$ cat src/rtl/led_seq_pkg.sv
// Shared types and widths for the LED sequencer: FSM state encoding, LED/speed/position widths.
package led_seq_pkg;

  localparam int LED_W   = 16;
  localparam int SPEED_W = 3;
  localparam int POS_W   = $clog2(LED_W);

  typedef enum logic [1:0] {
    ST_COUNT       = 2'd0,
    ST_SCROLL_UP   = 2'd1,
    ST_SCROLL_DOWN = 2'd2
  } state_t;

  function automatic logic [LED_W-1:0] one_hot(input logic [POS_W-1:0] pos);
    return LED_W'(1) << pos;
  endfunction

endpackage

$ cat src/rtl/tick_gen.sv
// Scroll-step timebase: counts i_clk cycles and pulses o_tick once per (SLOW_CLK_PERIOD >> speed) cycles.
module tick_gen
  import led_seq_pkg::*;
#(
  parameter int SLOW_CLK_PERIOD = 6250000
) (
  input  logic               i_clk,
  input  logic               i_rst,
  input  logic               i_en,
  input  logic               i_clr,
  input  logic [SPEED_W-1:0] speed,
  output logic               o_tick
);

  localparam int CNT_W = $clog2(SLOW_CLK_PERIOD + 1);

  logic [CNT_W-1:0] cnt;
  logic [CNT_W-1:0] limit;

  assign limit = CNT_W'((SLOW_CLK_PERIOD >> speed) - 1);

  // >= rather than == so a speed increase that shrinks the limit below cnt ticks on the next cycle
  always_ff @(posedge i_clk or posedge i_rst) begin
    if (i_rst) begin
      cnt    <= '0;
      o_tick <= 1'b0;
    end else if (i_clr || !i_en) begin
      cnt    <= '0;
      o_tick <= 1'b0;
    end else if (cnt >= limit) begin
      cnt    <= '0;
      o_tick <= 1'b1;
    end else begin
      cnt    <= cnt + 1'b1;
      o_tick <= 1'b0;
    end
  end

endmodule

$ cat src/rtl/led_sequencer.sv
// LED sequencer: 16-bit up/down counter display or bouncing one-hot scroll with 0..SPEED_MAX speeds.
// Define LED_SEQ_SATURATE_EN to make the counter saturate at 0x0000/0xFFFF instead of wrapping.
module led_sequencer
  import led_seq_pkg::*;
#(
  parameter int SLOW_CLK_PERIOD = 6250000,
  parameter int SPEED_MAX       = 7
) (
  input  logic             i_clk,
  input  logic             i_rst,
  input  logic             i_incr,
  input  logic             i_decr,
  input  logic             i_mode,
  output logic [LED_W-1:0] o_leds,
  output logic [1:0]       o_state,
  output logic             o_tick
);

  state_t             state, state_n;
  logic [LED_W-1:0]   count, count_n;
  logic [POS_W-1:0]   pos, pos_n;
  logic [SPEED_W-1:0] speed, speed_n;
  logic               mode_q;
  logic               rise, fall, inc_only, dec_only, scrolling;

  assign rise      = i_mode & ~mode_q;
  assign fall      = ~i_mode & mode_q;
  assign inc_only  = i_incr & ~i_decr;
  assign dec_only  = i_decr & ~i_incr;
  assign scrolling = (state != ST_COUNT);

  tick_gen #(
    .SLOW_CLK_PERIOD(SLOW_CLK_PERIOD)
  ) u_tick_gen (
    .i_clk (i_clk),
    .i_rst (i_rst),
    .i_en  (scrolling),
    .i_clr (rise | fall),
    .speed (speed),
    .o_tick(o_tick)
  );

  // Mode edges take priority; button pulses in an edge cycle are dropped.
  always_comb begin
    state_n = state;
    count_n = count;
    pos_n   = pos;
    speed_n = speed;
    if (rise) begin
      state_n = ST_SCROLL_UP;
      pos_n   = '0;
    end else if (fall) begin
      state_n = ST_COUNT;
    end else if (!scrolling) begin
`ifdef LED_SEQ_SATURATE_EN
      if (inc_only && count != '1) count_n = count + 1'b1;
      if (dec_only && count != '0) count_n = count - 1'b1;
`else
      if (inc_only) count_n = count + 1'b1;
      if (dec_only) count_n = count - 1'b1;
`endif
    end else begin
      if (inc_only && speed != SPEED_W'(SPEED_MAX)) speed_n = speed + 1'b1;
      if (dec_only && speed != '0)                  speed_n = speed - 1'b1;
      if (o_tick) begin
        case (state)
          ST_SCROLL_UP: begin
            if (pos == POS_W'(LED_W - 1)) begin
              state_n = ST_SCROLL_DOWN;
              pos_n   = POS_W'(LED_W - 2);
            end else begin
              pos_n = pos + 1'b1;
            end
          end
          ST_SCROLL_DOWN: begin
            if (pos == '0) begin
              state_n = ST_SCROLL_UP;
              pos_n   = POS_W'(1);
            end else begin
              pos_n = pos - 1'b1;
            end
          end
          default: state_n = ST_COUNT;
        endcase
      end
    end
  end

  always_ff @(posedge i_clk or posedge i_rst) begin
    if (i_rst) begin
      state  <= ST_COUNT;
      count  <= '0;
      pos    <= '0;
      speed  <= '0;
      mode_q <= 1'b0;
      o_leds <= '0;
    end else begin
      state  <= state_n;
      count  <= count_n;
      pos    <= pos_n;
      speed  <= speed_n;
      mode_q <= i_mode;
      o_leds <= (state_n == ST_COUNT) ? count_n : one_hot(pos_n);
    end
  end

  assign o_state = state;

endmodule

$ cat config.mk
export PLATFORM = sky130hd
export DESIGN_NAME = led_sequencer
export DESIGN_NICKNAME = d
export VERILOG_FILES = /design/src/rtl/led_seq_pkg.sv /design/src/rtl/tick_gen.sv /design/src/rtl/led_sequencer.sv
export SDC_FILE = /design/constraint.sdc
export NUM_CORES = 1
export LEC_CHECK = 0
export ABC_AREA = 0
export BUFFER_PORTS_ARGS = -buffer_cell sky130_fd_sc_hd__buf_2
export CAP_MARGIN = 20
export CORE_ASPECT_RATIO = 1.5
export CORE_MARGIN = 1
export CORE_UTILIZATION = 40
export DETAILED_ROUTE_END_ITERATION = 7
export PLACE_DENSITY = 0.59
export SLEW_MARGIN = 30
export SYNTH_ARGS = -nofsm -noshare
export SYNTH_HDL_FRONTEND = slang
export SYNTH_SLANG_ARGS = --single-unit
export TNS_END_PERCENT = 1
$ cat constraint.sdc
create_clock -name i_clk -period 2.7 [get_ports i_clk]
set_input_delay 0.54 -clock i_clk [delete_from_list [all_inputs] [get_ports i_clk]]
set_output_delay 0.54 -clock i_clk [all_outputs]
set_load 0.05 [all_outputs]
==> results of run 1 <==
-- worst reg2reg max path: stages, from the launching register on --
cell and delay, ns:
sky130_fd_sc_hd__dfrtp_2 0.45, sky130_fd_sc_hd__nand2_1 0.16, sky130_fd_sc_hd__o21ai_0 0.14, sky130_fd_sc_hd__ha_1 0.32
sky130_fd_sc_hd__nand4_1 0.15, sky130_fd_sc_hd__or4_4 0.57, sky130_fd_sc_hd__a2bb2oi_1 0.15, sky130_fd_sc_hd__o211ai_1 0.12
sky130_fd_sc_hd__or3_4 0.18, sky130_fd_sc_hd__buf_12 0.15, sky130_fd_sc_hd__nor2_1 0.06
-- metrics by stage --
stage	setup slack (ns)	utilization, %	power [uW]	std cells	cell area [um^2]
after floorplan	0.0150	-	2240	423	4090
after global placement	0.0925	45.0	2590	563	4410
after detailed placement	0.0631	45.0	2620	563	4410
after CTS	0.0362	47.8	3740	577	4690
after global routing	0.00313	48.3	4000	577	4740
final	0.148	48.3	3750	577	4740
-- worst paths after layout --
path / cells after the start / startpoint / slack [ns] / endpoint
min: 3 / i_rst / 0.26 / o_state[1]
min in group i_clk: 1 / i_mode / 0.35 / mode_q
max in group asynchronous: 3 / i_rst / 1.98 / speed[2]
max: 10 / speed[2] / 0.15 / u_tick_gen.cnt[10]
min reg2reg: 1 / u_tick_gen.cnt[0] / 0.51 / u_tick_gen.cnt[0]
max reg2reg: 10 / speed[2] / 0.15 / u_tick_gen.cnt[10]
-- Yosys cell counts (all sizes together), types with 7 or more instances --
cell     instances
and3             8
nand4           12
nor2            50
nand3           17
o21ai           16
inv             19
a21oi           17
xor2            22
xnor2           22
clkbuf           7
nand2           35
ha              33
o2bb2ai         15
dfrtp           66
-- area by class of cell --
class,count,share of cell area (%)
clock buffers,12,5.63
inverters,20,1.58
multi-input cells,324,49.5
clock inverters,2,0.264
repair buffers,38,5.07
well taps,115,3.04
flip-flops and latches,66,34.9
-- cells in the final DEF (no fill, tap or decap), types with 6 or more instances in the layout --
cell	synthesis	layout
sky130_fd_sc_hd__a21o_1	6	6
sky130_fd_sc_hd__o21ai_0	14	14
sky130_fd_sc_hd__buf_4	2	14
sky130_fd_sc_hd__and3_1	8	8
sky130_fd_sc_hd__o2bb2ai_1	14	14
sky130_fd_sc_hd__a21oi_1	15	15
sky130_fd_sc_hd__nand2_1	35	35
sky130_fd_sc_hd__inv_1	18	16
sky130_fd_sc_hd__dfrtp_1	66	64
sky130_fd_sc_hd__xnor2_1	22	21
sky130_fd_sc_hd__buf_2	3	23
sky130_fd_sc_hd__clkbuf_16	0	9
sky130_fd_sc_hd__ha_1	33	33
sky130_fd_sc_hd__xor2_1	20	20
sky130_fd_sc_hd__nand4_1	12	12
sky130_fd_sc_hd__nor2_1	49	46
sky130_fd_sc_hd__nand3_1	17	17
-- flip-flops by register name, indices dropped and copies added (netlist names) --
register / cells
o_state: 2
count: 16
mode_q: 1
u_tick_gen.cnt: 23
u_tick_gen.o_tick: 1
pos: 4
speed: 3
o_leds: 16
-- power groups by stage --
stage,Combinational (uW),Clock [uW],Sequential [uW]
2_1_floorplan,795,0,1450
3_3_place_gp,1250,0,1340
3_5_place_dp,1280,0,1350
4_1_cts,1280,1120,1340
5_1_grt,1460,1160,1380
6_report,1310,1090,1350
-- metal layers --
metal / vias to the layer above / wire (um)
li1: 1568 / -
met1: 1518 / 3590
met2: 49 / 4770
met3: 19 / 192
met4: 0 / 297
met5: - / 0
-- kinds of logic after synthesis --
family | count (synthesis) | synth area share (%)
flops | 66 | 40.4
compound gates | 78 | 13.8
fa+ha+maj | 34 | 10.6
simple gates | 165 | 21.2
xor+xnor | 44 | 9.78
buf+inv | 33 | 3.48
mux | 3 | 0.795
-- what timing repair did --
action | in CTS | in global routing
resized for setup | 0 | 13
endpoints found under the setup margin | 0 | 23
hold buffers | 0 | 0
==> impl.org, run 1 <==
** Yosys
- The netlist uses 66 different library cells.
- In the synthesized netlist, the number of instances is ~420.
- Sequential elements use 40.4% of the synthesized area.
- Dominant cell type by area after synthesis :: sky130_fd_sc_hd__dfrtp_1
- Synthesis produced a netlist with a net count of about 460.
- Number of synthesized flops with an enable pin :: 0
- Yosys top cell area share :: ~40%
- Cell area after synthesis :: around 4100 um^2
- The synthesized design contains 66 register bits.
- Cell types occupying the most area after synthesis :: sky130_fd_sc_hd__dfrtp_1 40%, sky130_fd_sc_hd__ha_1 10%, sky130_fd_sc_hd__xnor2_1 4.7%, sky130_fd_sc_hd__nor2_1 4.5%, sky130_fd_sc_hd__xor2_1 4.3%
- Avg Synthesized Cell Area :: a little under 10 um^2
- In the synthesized netlist the dominant register cell turns out to be sky130_fd_sc_hd__dfrtp_1.
- After synthesis, the share of flip-flops with an asynchronous set or reset is 100%.
- Total of warnings raised by yosys :: 0

** Pwr
- The worst-case IR drop observed on VDD is around 0.00037 V.
- The share of total power dissipated in the clock network is ~29%.
- Summed over all cells, the static leakage comes to roughly 0.0022 uW.
- Switching Share :: between 30% and 40%
- Switching power total :: around 1400 uW
- Combinational cells account for 35.0% of the total power.
- Internal Dissipation :: 2350 uW
- Sequential power share :: between 30% and 40%
- Power density cells :: just under 800 nW/um^2

** Placement
- Number of input and output port buffers inserted :: 23
- At the end of routability-driven placement, the weighted congestion stood at roughly 0.83.
- Once detailed placement completed, the half-perimeter wirelength came to around 6800 um.

** Final layout
- Number of inserted diodes :: 0
- In the final layout, the multi-input gates occupy about 2300 um^2.
- Area taken by flip-flops and latches :: between 1500 and 2000 um^2
- For this run, the post-layout net count is 498.
- Fill cells in the final layout number roughly 960.
- Area overhead of the layout relative to synthesis :: 15.7%
- Fraction of layout instances using a drive strength above 1 :: approximately 18%

** STA
- Total negative slack for setup checks :: 0 ns
- The number of hold violations in the final report is 0.
- Slew at the pin closest to its max-slew limit :: around 0.51 ns
- The worst pin sits at a relative slew slack of around 65%.
- Peak Freq :: 0.392 GHz
- Unrepaired setup endpoints after global routing :: false
- Min Hold Slack :: between 0.2 and 0.3 ns
- Clock Skew :: 0.00434 ns
- Pins Over Slew Limit :: 0
- Number of setup violations in the final report :: 0
- The worst path needs 2.55 ns of the cycle, external delays included.
- Crit share post-route :: a little over nine tenths

** Clock network
- # Post-CTS Setup Buffers :: 0
- Number of clock buffers inserted by TritonCTS :: 9
- Counting along the longest clock path gives a buffer depth of 2.
- Clock transition at the register clock pins on the worst setup and hold paths after CTS :: roughly 0.050 ns
- Root buf cell :: sky130_fd_sc_hd__clkbuf_16
- The H-tree was split into 3 levels.
- TritonCTS built the clock tree.
- Clock latency on the worst-skew pair :: 0.33 ns
- CTS sink count :: 66

** GRT
- Entering global routing, the biggest net connects 41 pins.
- The first global-routing pass estimated 15400 um of wire.
- For met3 alone, demand over resource in global routing was around 2.5%.
- Vias in the first global route :: between 3000 and 4000
- Total global routing overflow :: 0
- Number of antenna violations at the first check in global routing :: 0
- Global routing used 18.4% of the available tracks across all layers.
- Met2 global-route usage :: 33.4%
- met2 is the most crowded layer.
- Met1 track demand over resource in global routing :: between 20% and 30%

** Critical path
- Arrival time at the worst endpoint :: around 2.8 ns
- Startpoint Class :: flop
- Walking the worst path, the cells encountered are nand2_1, o21ai_0, ha_1, nand4_1, or4_4, a2bb2oi_1, o211ai_1, or3_4, buf_12, nor2_1.
- For this run, the slowest stage of the critical path takes around 0.57 ns.
- Library cell contributing the largest single delay on the critical path :: sky130_fd_sc_hd__or4_4
- Kind of cell adding the most delay to the critical path :: simple AND/OR/NAND/NOR gates
- Worst setup EP type :: flop
- For the worst setup path, the data required time is between 2 and 3 ns.
- By startpoint and endpoint, the worst setup path is classified as flop to flop.
- Of all nets on the critical path, the largest fanout is 23.
- Counting both buffers and inverters, the worst setup path holds a total of 1.

** Floorplan
- The die is about 85 um wide.
- # IOs :: 24
- Overall die area :: about 11000 um^2
- The core region is between 9000 and 10000 um^2.
- Floorplan row count :: 44
- The initial utilization of the core area, before any placement, comes to about two fifths.
- The die is approximately 130 um tall.

** Status
- The final reports fail on DRC.
- The run finished, with violations left.

** Routing
- Detail Route Antenna Nets :: 0
- Detailed routing inserted a total of between 3000 and 4000 vias.
- Detail-routed via count per cell :: 5.47
- For this run, design rule violations remaining after detail routing come to 3.
- Wire per inst :: around 15 um
- In this run, the number of DRC markers left after iteration 0 of detailed routing was 100.
- For this run, the detailed router's first-pass iteration total came to 6.
- The final layout contains routed wiring with a total length of ~8800 um.

** Hold path
- The path class of the tightest hold or removal check is input pin to async pin.

** Run
- Max-cap check violation count :: 0
Note: power is estimated with default switching activity, not from simulation.
==> run 2, diff against run 1 <==
Settings changed: CTS_CLUSTER_DIAMETER set to 60, MAX_ROUTING_LAYER set to met4.
==> run 2 against run 1 <==
Effect of this change:
- the flow still finishes with violations (DRC)
- combinational power hardly changed
- critical endpoint unchanged
- worst hold slack barely moved
- sequential share of layout area stayed put
- clock skew barely moved
- register-to-register slack about the same
- critical path depth unchanged
- via count fell by 0.48%
- largest cell class unchanged
- total power hardly changed
- first-iteration DRC count up 5.0%
- sequential cell count stayed put
- core utilization unchanged
- count of clock-buffer cells in the layout is the same
==> impl.org, run 2 (synthesized netlist as in run 1, its figures left out) <==
** Final layout
- In the layout the commonest cells are 64 x sky130_fd_sc_hd__dfrtp_1, 46 x sky130_fd_sc_hd__nor2_1, 35 x sky130_fd_sc_hd__nand2_1.
- Counting the fill cells in the layout gives around 960.
- Excluding fillers, the count of instances in the completed layout stands at 577.
- The library cell used most frequently in the layout, excluding fill and tap cells, is sky130_fd_sc_hd__dfrtp_1.
- The register with the most flip-flops in the layout has 23 of them.
- Regs by FF count :: u_tick_gen.cnt x23, count x16, o_leds x16
- From synthesis to final layout, the design area changed by 15.7%.
- Fraction of layout instances using a drive strength above 1 :: 18.4%
- Most flop-heavy register :: u_tick_gen.cnt
- Once layout is complete, the utilization of the core stands at a little under 50%.
- 0 antenna diodes ended up in the layout.
- After the last flow step, the layout net total stands at 498.

** Floorplan
- The floorplan step set the die width to between 80 and 90 um.
- Vert. Die Dim :: between 100 and 150 um
- Overall die area :: 10600 um^2
- Initial Utilization :: a little over two fifths
- During I/O placement, the number of pins put on the boundary was 24.
- In this run the standard cell core region covers about 9800 um^2.
- In this run the core area contains 44 standard-cell rows.

** Critical path
- Tracing the worst setup path back leads to its startpoint at speed[1].
- Data on the critical path arrives at its endpoint at 2.77 ns.
- In this design, the largest share of critical-path delay is due to simple AND/OR/NAND/NOR gates.
- Flop2flop setup slack :: 0.15 ns
- Cell depth of the worst setup path :: 10
- Crit-path max FO :: 23
- The critical path is of the flop to flop type.
- In this run the worst setup path terminates at u_tick_gen.cnt[10].
- Library cell contributing the largest single delay on the critical path :: sky130_fd_sc_hd__or4_4
- Sum of buffers and inverters on the critical path :: 1
- STA puts the critical path data required time at approximately 2.9 ns.
- Biggest cell delay along the critical path :: roughly 0.57 ns
- Counting cells, the worst reg-to-reg path comes to 10.
- Most common cell type on the critical path :: sky130_fd_sc_hd__nor2_1
- Launch point of the worst reg-to-reg path :: speed[1]
- The critical path goes through xor2_1, nor2_1, ha_1, nand4_1, or4_4, a2bb2oi_1, o211ai_1, or3_4, buf_12, nor2_1.
- STA classifies the critical path startpoint as a flop.
- The worst setup path is captured at a flop.
- Capturing point of the worst reg2reg path :: u_tick_gen.cnt[10]

** Pwr
- Across the VDD grid, the largest voltage drop is around 0.00037 V.
- In this run the power density over the cells is 792 nW/um^2.
- Net switching is a little under two fifths of the power.
- Switching power total :: between 1000 and 1500 uW
- Power share of the combinational group :: a little over a third
- The analysis attributes to cell leakage a power of between 0.002 and 0.0025 uW.
- The internal power of the cells totals approximately 2300 uW.
- Total power for the finished layout comes to 3750 uW.
- Share of total power in the clock network :: between 20 and 30%
- In this run, flip-flops and latches consume between 30% and 40% of the power.

** Placement
- In this run, placement finished with an instance count of 563.
- Post-DP HPWL :: ~6800 um
- Worst Setup Slack post-DPL :: 0.0631 ns
- Number of input and output port buffers inserted :: 23
- The congestion estimate from routability-driven global placement came to around 0.84.

** Clock network
- Clock latency on the worst-skew pair :: 0.33 ns
- CTS sink count :: 66
- TritonCTS created 9 clock buffers.
- Clock transition at the register clock pins on the worst setup and hold paths after CTS :: 0.05 ns
- Buffers inserted to repair hold after CTS numbered 0.
- H-tree Lvls :: 3
- Root buf cell :: sky130_fd_sc_hd__clkbuf_16
- TritonCTS clock tree :: yes
- Longest Clk Path Bufs :: 2

** Routing
- DR DRC count :: 3
- In this run the remaining antenna-violating nets after routing total 0.
- Drt total wl :: roughly 8900 um
- Before antenna repair, the detailed router went through 6 iterations.
- For this block, the initial DRC count from the detailed router was between 100 and 150.
- Wire per inst :: ~15 um
- After detailed routing, the number of vias per cell comes to roughly 5.4.
- Vias after detailed routing :: 3139

** STA
- The smallest clock period supported by the final layout is computed as approximately 2.6 ns.
- Timing would allow up to approximately 0.4 GHz.
- Clock Skew :: around 0.0043 ns
- Number of setup violations in the final report :: 0
- Setup repair after global routing left no endpoint under its margin.
- The number of pins exceeding their max-slew limit in the final report is 0.
- Slew at the pin closest to its max-slew limit :: around 0.5 ns
- Total negative slack for setup checks :: 0 ns
- In this run the tightest slew margin relative to its limit is between 60% and 70%.
- Worst path setup slack after routing :: around 0.15 ns
- The final critical path takes up a little over nine tenths of the cycle.
- The number of hold violations in the final report was 0.

** GRT
- Global routing consumed, on the met3 layer, under 10% of the routing resources.
- Entering global routing, the biggest net connects approximately 40 pins.
- Total global routing overflow :: 0
- For this run, the total global-route usage over all layers was measured as between 10% and 20%.
- Met1 track demand over resource in global routing :: between 20 and 25%
- met2 is the most crowded layer.
- The via count of the first global-routing pass was 3237.
- Number of antenna violations at the first check in global routing :: 0
- Global-route wire length before repair :: ~15000 um
- Met2 global-route usage :: 33.4%

** Run
- Across the run, the number of max-cap violations was 0.

** Hold path
- Min-Delay Path Class :: input pin to async pin

** Status
- Violations in the final reports :: DRC
- Outcome :: finished with violations
## run 2: cell counts in the layout (fill, tap and decap cells not counted)
Identical to the previous run, type by type.
## run 2: layout make-up
| class | count | area [um^2] | share of cell area (%) |
|---|---|---|---|
| clock buffer | 12 | 267 | 5.63 |
| tap | 115 | 144 | 3.04 |
| multi-input combinational | 324 | 2340 | 49.5 |
| sequential | 66 | 1650 | 34.9 |
| inverter | 20 | 75.1 | 1.58 |
| clock inverter | 2 | 12.5 | 0.264 |
| timing repair buffer | 38 | 240 | 5.07 |
## run 2: through the flow
stage	hold WS (ns)	cell area, um^2
after floorplan	0.450	4090
after global placement	0.483	4410
after detailed placement	0.502	4410
after CTS	0.276	4690
after global routing	0.304	4740
final	0.261	4740
## run 2: layer usage
| metal | wire length [um] | vias to the layer above |
|---|---|---|
| met1 | 3620 | 1508 |
| met5 | 0 | - |
| met4 | 289 | 0 |
| met3 | 186 | 19 |
| met2 | 4760 | 45 |
| li1 | - | 1567 |
## run 2: how the worst min path moves through the flow
stage / from / endpoint
floorplan: u_tick_gen.cnt[0] / u_tick_gen.cnt[0]
CTS: i_rst / o_state[1]
global route: i_rst / u_tick_gen.cnt[4]
global placement: u_tick_gen.cnt[0] / u_tick_gen.cnt[0]
finish: i_rst / o_state[1]
detailed placement: u_tick_gen.cnt[0] / u_tick_gen.cnt[0]
## run 2: power groups by stage
stage / registers, uW / logic, uW / clock network [uW]
final: 1350 / 1310 / 1090
after global routing: 1380 / 1460 / 1160
after CTS: 1340 / 1280 / 1120
after detailed placement: 1350 / 1280 / 0
after global placement: 1340 / 1250 / 0
after floorplan: 1450 / 795 / 0
## run 2: what timing repair did
action,in CTS,in global routing
hold endpoints to repair,0,0
endpoints found under the setup margin,0,23
resized for setup,0,13
buffers inserted,0,0
## run 2: tightest hold or removal path: cells and delay by family
kind                   cells  cell delay, ns
buffers and inverters      3            0.44
==> run 3, diff against run 2 <==
Settings changed: CTS_BUF_LIST set to sky130_fd_sc_hd__clkbuf_8.
==> run 3 against run 2 <==
Effect of this change:
- the run still ends with DRC left
- core utilization decreased by 1.0 points
- total power shrank 8.7%
- first-iteration DRC count fell by 17%
- die area unchanged
- non-clock buffer count unchanged
- critical path type unchanged
- count of clock-buffer cells in the layout unchanged
- maximum frequency down 0.16%
- clock power down 30%
- highest routed layer unchanged
- critical path depth unchanged
- cell count unchanged
==> impl.org, run 3 (synthesized netlist as in run 1, its figures left out) <==
** Status
- Outcome :: finished with violations
- The checks that failed: DRC.

** Routing
- The first detailed-routing pass ran for 7 iterations.
- Detail-routed via count per cell :: 5.41
- The final route contains 3121 vias.
- Once detail routing completed, the nets flagged for antenna violations numbered 0.
- After detailed routing, the average wire length per cell comes to 15.3 um.
- DR DRC count :: 3
- Drt total wl :: approximately 9000 um
- The detailed router finished its first iteration with 87 violations.

** Critical path
- Arrival time at the worst endpoint :: 2.79 ns
- Capturing point of the worst reg2reg path :: u_tick_gen.cnt[20]
- CP Class :: flop to flop
- The critical path ends at u_tick_gen.cnt[20].
- In this run the worst setup path begins at speed[0].
- Worst setup EP type :: flop
- STA classifies the critical path startpoint as a flop.
- Depth of the worst register-to-register path :: 10
- Crit-path max FO :: 23
- The setup check on the worst reg-to-reg path leaves a slack of 0.14 ns.
- Data on the critical path is required at its endpoint by slightly below 3 ns.
- The startpoint identified for the worst register-to-register timing path is speed[0].

** Pwr
- Dividing total power by cell area gives a power density of roughly 740 nW/um^2.
- IR analysis of the VDD net gives a maximum drop of 0.000270 V.
- Static Leakage :: 0.00212 uW

** GRT
- The via count of the first global-routing pass came to around 3200.
- All-layer global routing usage :: approximately a fifth
- The initial antenna violation count was 0.
- Global routing used around 33% of the available met2 tracks.
- Met1 track demand over resource in global routing :: just over 20%
- Global routing finished with a remaining overflow of 0.
- Global-route wire length before repair :: between 15000 and 20000 um
- Entering global routing, the biggest net connects 41 pins.
- Global-route met3 utilization :: between 2 and 2.5%
- Top Usage Layer GRT :: met2

** Final layout
- The post-route netlist has 18.4% of its cells at a drive strength greater than 1.
- Core occupancy in the finished layout :: 47.3%
- Area overhead of the layout relative to synthesis :: 13.2%
- At the end of the flow, the number of nets in the layout was around 500.
- Regs by FF count :: u_tick_gen.cnt x23, count x16, o_leds x16
- Number of inserted diodes :: 0
- Leading cell types in the layout, fill and taps excluded :: 63 x sky130_fd_sc_hd__dfrtp_1, 47 x sky130_fd_sc_hd__nor2_1, 35 x sky130_fd_sc_hd__nand2_1
- Leaving out fill and tap cells, the most frequent cell in the layout is sky130_fd_sc_hd__dfrtp_1.
- u_tick_gen.cnt holds more flip-flops than any other register.
- The register with the most flip-flops in the layout has 23 of them.

** Clock network
- H-tree Lvls :: 3
- No sink is reached through more buffers than the 2 on the longest clock path.
- Root buf cell :: sky130_fd_sc_hd__clkbuf_8
- # Post-CTS Setup Buffers :: 0
- TritonCTS built the clock tree.
- Clock-pin slew was measured on the worst setup and hold paths at roughly 0.07 ns.
- Counting every sink on the clock net gives between 60 and 70.
- Number of clock buffers inserted by TritonCTS :: 9
- Clock latency on the worst-skew pair :: roughly 0.35 ns

** STA
- Final Hold Viols :: 0
- Across all setup checks in the final design, the least slack found is 0.144 ns.
- Number of setup violations in the final report :: 0
- The number of pins exceeding their max-slew limit in the final report is 0.
- The smallest clock period supported by the final layout is computed as ~2.6 ns.
- Peak Freq :: slightly below 0.4 GHz
- Max transition margin :: 65.5%
- At the pin with the least slew margin, the transition time is 0.513 ns.
- Setup repair after global routing left no endpoint under its margin.
- Clock Skew :: roughly 0.0069 ns
- Total negative slack for setup checks :: 0 ns
- Crit share post-route :: between 90% and 100%

** Placement
- The count of buffers added on input and output ports is 23.
- Worst Setup Slack post-DPL :: ~0.063 ns
- Post-DP HPWL :: just under 7000 um
- Final weighted congestion of routability-driven global placement :: about 0.84

** Floorplan
- 24 I/O pins were placed.
- The floorplan step defined a core boundary enclosing approximately 9800 um^2.
- Horizontal die dimension :: roughly 85 um
- Initial Utilization :: between 40% and 50%
- Floorplan row count :: 44
- The floorplan step defined a die boundary enclosing 10600 um^2.
- Vert. Die Dim :: between 100 and 150 um

** Run
- Across the run, the number of max-cap violations was 0.

** Hold path
- Min-Delay Path Class :: input pin to async pin
[run 3: cell counts in the layout (fill, tap and decap cells not counted)]
Identical to the previous run, type by type.
[run 3: how the worst min path moves through the flow]
| stage | from | depth (start not counted) | end |
|---|---|---|---|
| 6_report | i_rst | 3 | o_state[1] |
| 5_1_grt | i_rst | 3 | u_tick_gen.cnt[4] |
| 4_1_cts | i_rst | 3 | o_state[1] |
| 3_5_place_dp | u_tick_gen.cnt[0] | 1 | u_tick_gen.cnt[0] |
| 3_3_place_gp | u_tick_gen.cnt[0] | 1 | u_tick_gen.cnt[0] |
| 2_1_floorplan | u_tick_gen.cnt[0] | 1 | u_tick_gen.cnt[0] |
[run 3: layout make-up]
type / count / area, um^2
sequential: 66 / 1660
inverter: 20 / 75.1
multi-input combinational: 324 / 2340
fill: 967 / 5160
clock buffer: 12 / 165
clock inverter: 2 / 12.5
timing repair buffer: 38 / 240
tap: 115 / 144
[run 3: worst max-delay path, cell delays in order (launching register included)]
cell                        delay, ns
sky130_fd_sc_hd__dfrtp_2         0.44
sky130_fd_sc_hd__nor2_2          0.19
sky130_fd_sc_hd__o21ai_0         0.13
sky130_fd_sc_hd__ha_1            0.32
sky130_fd_sc_hd__nand4_1         0.15
sky130_fd_sc_hd__or4_4           0.56
sky130_fd_sc_hd__a2bb2oi_1       0.15
sky130_fd_sc_hd__o211ai_1        0.12
sky130_fd_sc_hd__or3_4           0.18
sky130_fd_sc_hd__buf_12          0.15
sky130_fd_sc_hd__nor2_1          0.06
[run 3: through the flow]
step | power (uW) | std cells | hold WS [ns] | area [um^2]
finish | 3430 | 577 | 0.242 | 4630
global route | 3660 | 577 | 0.275 | 4630
CTS | 3410 | 577 | 0.246 | 4590
detailed placement | 2620 | 563 | 0.502 | 4410
global placement | 2590 | 563 | 0.483 | 4410
floorplan | 2240 | 423 | 0.450 | 4090
[run 3: what timing repair did]
item | in CTS | in global routing
hold buffers | 0 | 0
setup endpoints to repair | 0 | 23
gates resized for setup | 0 | 13
[run 3: per-layer routing]
layer / vias to the layer above / wire length [um]
met5: - / 0
met4: 0 / 243
met3: 15 / 157
met2: 38 / 4760
met1: 1501 / 3690
li1: 1567 / -
[run 3: power breakdown]
group          total, uW  internal (uW)  switching (uW)
Combinational       1310            509             801
Clock                767            397             370
Sequential          1350           1150             199
Total               3430           2060            1370
